## config.mk

```make
export PLATFORM = sky130hd
export DESIGN_NAME = demux2_serial_receiver
export DESIGN_NICKNAME = d
export VERILOG_FILES = /design/src/rtl/demux2_serial_receiver.sv
export SDC_FILE = /design/constraint.sdc
export NUM_CORES = 1
export LEC_CHECK = 0
export BUFFER_PORTS_ARGS = -buffer_cell sky130_fd_sc_hd__buf_2
export CAP_MARGIN = 20
export CORE_MARGIN = 5
export CORE_UTILIZATION = 49
export CTS_CLUSTER_SIZE = 25
export DETAILED_ROUTE_END_ITERATION = 16
export PLACE_DENSITY = 0.73
export SYNTH_ARGS = -nofsm -noshare
export SYNTH_HDL_FRONTEND = slang
export SYNTH_SLANG_ARGS = --single-unit
```

## constraint.sdc

```tcl
create_clock -name clk -period 1.4 [get_ports clk]
set_clock_uncertainty 0.1 [all_clocks]
set_input_delay 0.07 -clock clk [delete_from_list [all_inputs] [get_ports clk]]
set_output_delay 0.07 -clock clk [all_outputs]
set_load 0.01 [all_outputs]
```

## src/rtl/demux2_serial_receiver.sv

```systemverilog
// Receiving end of the 2:1 shared-line mux path: steers each valid serial bit to one of
// two deserializers, each with its own valid/ready word output and sticky overrun flag.
module demux2_serial_receiver #(
    parameter int WIDTH     = 8,
    parameter bit INVERT_IN = 1'b1
) (
    input  logic             clk,
    input  logic             rst,
    input  logic             bit_in,
    input  logic             bit_valid,
    input  logic             sel,
    output logic [WIDTH-1:0] data0,
    output logic             valid0,
    input  logic             ready0,
    output logic             overrun0,
    output logic [WIDTH-1:0] data1,
    output logic             valid1,
    input  logic             ready1,
    output logic             overrun1
);

    localparam int CNT_W = $clog2(WIDTH);
    localparam logic [CNT_W-1:0] LAST = CNT_W'(WIDTH - 1);

    logic       d;
    logic [1:0] ready;

    assign d     = bit_in ^ INVERT_IN;
    assign ready = {ready1, ready0};

    genvar c;
    generate
        for (c = 0; c < 2; c++) begin : g_ch
            logic [WIDTH-1:0] sr;
            logic [CNT_W-1:0] cnt;
            logic [WIDTH-1:0] data_p1;
            logic             vld_p1;
            logic             ovr;
            logic             take;
            logic             done;
            logic             slot_free;
            logic [WIDTH-1:0] word;

            assign take      = bit_valid && (sel == 1'(c));
            assign done      = take && (cnt == LAST);
            assign word      = {sr[WIDTH-2:0], d};
            assign slot_free = !vld_p1 || ready[c];

            // Shift stage feeds the output register stage (_p1)
            always_ff @(posedge clk) begin
                if (rst) begin
                    sr      <= '0;
                    cnt     <= '0;
                    data_p1 <= '0;
                    vld_p1  <= 1'b0;
                    ovr     <= 1'b0;
                end else begin
                    if (take) begin
                        sr  <= word;
                        cnt <= done ? '0 : cnt + 1'b1;
                    end
                    if (done && slot_free) begin
                        data_p1 <= word;
                        vld_p1  <= 1'b1;
                    end else if (vld_p1 && ready[c]) begin
                        vld_p1 <= 1'b0;
                    end
                    if (done && !slot_free) begin
                        ovr <= 1'b1;
                    end
                end
            end
        end
    endgenerate

    assign data0    = g_ch[0].data_p1;
    assign valid0   = g_ch[0].vld_p1;
    assign overrun0 = g_ch[0].ovr;
    assign data1    = g_ch[1].data_p1;
    assign valid1   = g_ch[1].vld_p1;
    assign overrun1 = g_ch[1].ovr;

endmodule

```

-- Word-level counts from Yosys, hierarchy flattened
Index checks and enable logic that the tools add are counted.
- input port bits: 7
- logic and storage cells: 40
- flip-flop bits (word level): 40
- output and inout port bits: 20
- equal/unequal tests: 2
- reduce and logical (&&, ||, !) cells: 18
- bitwise operators: 2
- add/sub/neg operators: 2
- multiplexer cells: 6
- operators by type and width (operator ; count):
    logical AND 1 bit ; 10
    adder 3 x 1 -> 3 bit (second input constant) ; 2
    equality test 3 bit (second input constant) ; 2
    2-to-1 mux 3 bit ; 2
    logical NOT 1 bit ; 4
    2-to-1 mux 1 bit ; 4
    nonzero test 2 bit ; 2
    logical OR 1 bit ; 2
    inverter 1 bit ; 2

-- Depth between registers and ports, before layout
- depth after elaboration: 5
- depth in mapped cells: 6
- gate-level depth less buffers: 5

-- Worst setup path before layout
No wires, ideal clock.
- path type: register to register
- start point: register g_ch[0].cnt[0]
- end point: register g_ch[0].data_p1[5] (netlist: data0[5])
- stages on the path, launching flop included: 7
- path slack: -0.155 ns
- clock period less this slack: 1.555 ns
- required time: 1.229 ns
- data arrival time: 1.384 ns
- setup time: 0.071 ns
- path through: dfxtp_1 > ha_1 > ha_1 > nand3b_4 > buf_6 > or3b_1 > a21oi_1
- word-level cells in the longest chain between the ends: 3
- RTL lines (item ; RTL line ; RTL):
    start, declared ; 35 ; logic [CNT_W-1:0] cnt;
    start signal, assigned ; 60 ; cnt <= done ? '0 : cnt + 1'b1;
    equality test 3 bit ; 45 ; assign done = take && (cnt == LAST);
    logical AND 1 bit ; 45 ;
    logical AND 1 bit ; 62 ; if (done && slot_free) begin
    end signal, assigned ; 63 ; data_p1 <= word;
    end, declared ; 36 ; logic [WIDTH-1:0] data_p1;
No other way between the ends.
A chain may end at the register's enable or synchronous reset.

-- Final worst setup path
- start point: register g_ch[0].cnt[1]
- end point: register g_ch[0].data_p1[3] (netlist: data0[3])
The elaborated chain is that of the path after synthesis.

==> reports/results.txt <==
status: finished, violations left
failing checks: negative setup slack
hold_ws: 0.0544 ns
Final Critical Period: 1.47 ns
endpoint type of the worst setup path: flop
r2r worst-path depth: 5
hpwl dp: 2.17 mm
number of global-route vias before repair: 1,253
synthesis-stage register bit count: 40
RSZ-0062 raised after global routing: yes
Top Layer Used: met4
met2 wire length: 1.60 mm
CP max stage delay: 0.39 ns
Unique masters post-synth: 26
initial antenna violation count: 0
Overflow after GRT: 0
# fillers: 292
DRC viols: 0
Area after DPL: 1810 um^2
worst reg2reg startpoint: g_ch[0].cnt[1]
post-layout utilization of the core: 63.4%
Hold EP: data1[3]
CTS tree: yes
final hold vios: 0
port buffer count: 26
largest net degree at the start of global routing: 32
Crit path arrival time: 1.66 ns
Slew Viols, Final: 0
HP Class: in2reg
Sink Count: 40
Slew @ Worst Pin: 0.404 ns
Worst slew margin: 72.9%
Fmax: 0.678 GHz
Worst-Skew Late Latency: 0.34 ns
DR vias/cell: 5.29
CP startpoint kind: flop
CP Cell Sequence: ha_4, ha_4, nand3b_4, or3b_4, a21oi_2
DIE AREA: 4480 um^2
setup violators final: 7
Longest Clk Path Bufs: 2
antenna violation net count after detailed routing: 0
Leak Pwr: 0.000770 uW
htree depth: 2
CTS Buf Count: 5
n_diodes: 0
Post-Syn Area: 1590 um^2
WL met3: 192 um
Total GRT Usage: 16.6%
drt wl/cell: 13.2 um
WP data required: 1.59 ns
M1 WL: 1.57 mm
Power Dens Cells: 921 nW/um^2
DRT iter0 DRCs: 54
RR Endpoint: data0[3]
die height: 66.9 um
DR pass1 iterations: 4
dpl cells: 247
first-pass GRT wire length: 5.61 mm
PnR worst setup slack: -0.0742 ns
max_cap viols: 0
most used cell, CP: ha_4
DR vias: 1,366
CTS root buffer: clkbuf_4
core area: 3080 um^2
Initial Utilization: 51.6%
yosys warns: 0
Post-Syn Instances: 180
Crit-path slowest cell: or3b_4
Die X: 66.9 um
cell area after layout: 1950 um^2
gp weighted congestion: 0.768
layout cells sized above 1: 31.8%
Cell Rows: 20
Final #Nets: 225
Ports: 27
hold path depth: 4
Mean Syn Cell Area: 8.82 um^2
setup TNS: -0.392 ns
Reg2Reg Setup Slack: -0.07 ns
syn_nets: 191
Final Cycle Share: 105%
Max IR drop VDD: 0.536 mV
crit-path max FO: 6
Post-Layout Cell Count: 258
CP Class: reg2reg
min-delay src: ready1
register area share after synthesis: 50.4%
Clock Pin Slew Worst Setup and Hold Paths: 0.11 ns
Layout area overhead: 22.9%
WL final: 3.41 mm
[power breakdown]
group	internal, uW	total [uW]	switching (uW)
Clock	185	536	351
Sequential	1150	1160	8.98
Combinational	39.8	103	62.7
Total	1380	1800	422
[registers in the layout (all words and copies together) (netlist names)]
| register | count |
|---|---|
| data0 | 8 |
| data1 | 8 |
| g_ch.cnt | 6 |
| g_ch.sr | 14 |
| overrun0 | 1 |
| overrun1 | 1 |
| valid0 | 1 |
| valid1 | 1 |
[metal layers]
layer | GRT usage, % | vias up
met5 | 0 | -
met4 | 5.82 | 0
met3 | 5.56 | 5
met2 | 26.5 | 35
met1 | 20.7 | 636
li1 | - | 690
[how the worst max path moves through the flow]
| stage | startpoint | to | slack, ns | cells past startpoint |
|---|---|---|---|---|
| floorplan | g_ch[0].cnt[1] | data0[5] | -0.07 | 6 |
| global placement | g_ch[0].cnt[1] | data0[7] | -0.07 | 5 |
| detailed placement | g_ch[0].cnt[1] | data0[4] | -0.12 | 5 |
| CTS | g_ch[0].cnt[0] | data0[2] | -0.07 | 5 |
| global route | g_ch[0].cnt[1] | data0[3] | -0.15 | 6 |
| finish | g_ch[0].cnt[1] | data0[3] | -0.07 | 5 |
[cell usage after synthesis]
cell type   n  area share [%]
o21ai_0    14             4.4
buf_1       2            0.47
a211oi_1    2            0.95
buf_4       1            0.47
nor2b_1     1            0.39
nand2b_1    3             1.2
or3b_1      3             1.7
nand2_1    30             7.1
nand4_1     7             2.8
clkbuf_1    7             1.7
and2b_2     2             1.1
mux2i_1     4             2.5
buf_2       1            0.31
nand3b_1    3             1.4
nor2_1     11             2.6
or3b_2      4             2.2
ha_1        4             3.2
dfxtp_1    40              50
nand3b_4    1             1.3
or2_2       1            0.39
nand3_1     1            0.31
buf_6       2             1.4
or2b_1      1            0.47
a31oi_1     2            0.79
a21oi_1    32              10
and2_2      1            0.47
[metrics by stage]
stage	total power [uW]	setup slack, ns
global route	1890	-0.151
global placement	1270	-0.0694
floorplan	1250	-0.0686
finish	1800	-0.0742
CTS	1810	-0.0692
detailed placement	1280	-0.121
[layout by cell type (no fill, tap or decap), types with 5 or more instances in the layout]
master,netlist,routed
a21oi_1,32,26
a21oi_2,0,6
buf_2,1,26
buf_4,1,10
clkbuf_4,0,5
dfxtp_1,40,36
nand2_1,30,30
nand4_1,7,7
nor2_1,11,10
o21ai_0,14,6
o21ai_1,0,8
or3b_4,0,5
[worst max-delay path: cells and delay by family, from the launching register on]
family                   cells  cell delay (ns)
AND/OR/NAND/NOR              2             0.51
adder cells (fa/ha/maj)      2             0.32
flip-flops                   1             0.37
AO/OA/AOI/OAI                1             0.13
[cell families (layout without fill, tap and decap cells)]
| kind of cell | after synthesis | count (layout) | share of synthesized area (%) |
|---|---|---|---|
| fa+ha+maj | 4 | 4 | 3.15 |
| compound gates | 50 | 50 | 16.2 |
| buf+inv | 13 | 46 | 4.33 |
| simple gates | 69 | 70 | 23.3 |
| mux | 4 | 4 | 2.52 |
| flops | 40 | 40 | 50.4 |
[final cells by class]
type / instances / area [um^2] / share of cell area (%)
Timing Repair Buffer: 39 / 236 / 12.1
Sequential cell: 40 / 806 / 41.3
Tap cell: 44 / 55.1 / 2.82
Multi-Input combinational cell: 128 / 808 / 41.4
Clock buffer: 6 / 41.3 / 2.12
Clock inverter: 1 / 5.00 / 0.256
[timing repair]
item,CTS,global route
hold endpoints to repair,11,0
hold buffers,2,0
pin swaps,6,6
setup buffers,1,0
gates resized for setup,13,13
setup endpoints to repair,10,19
cloned,1,0
(Power assumes the default switching activity.)
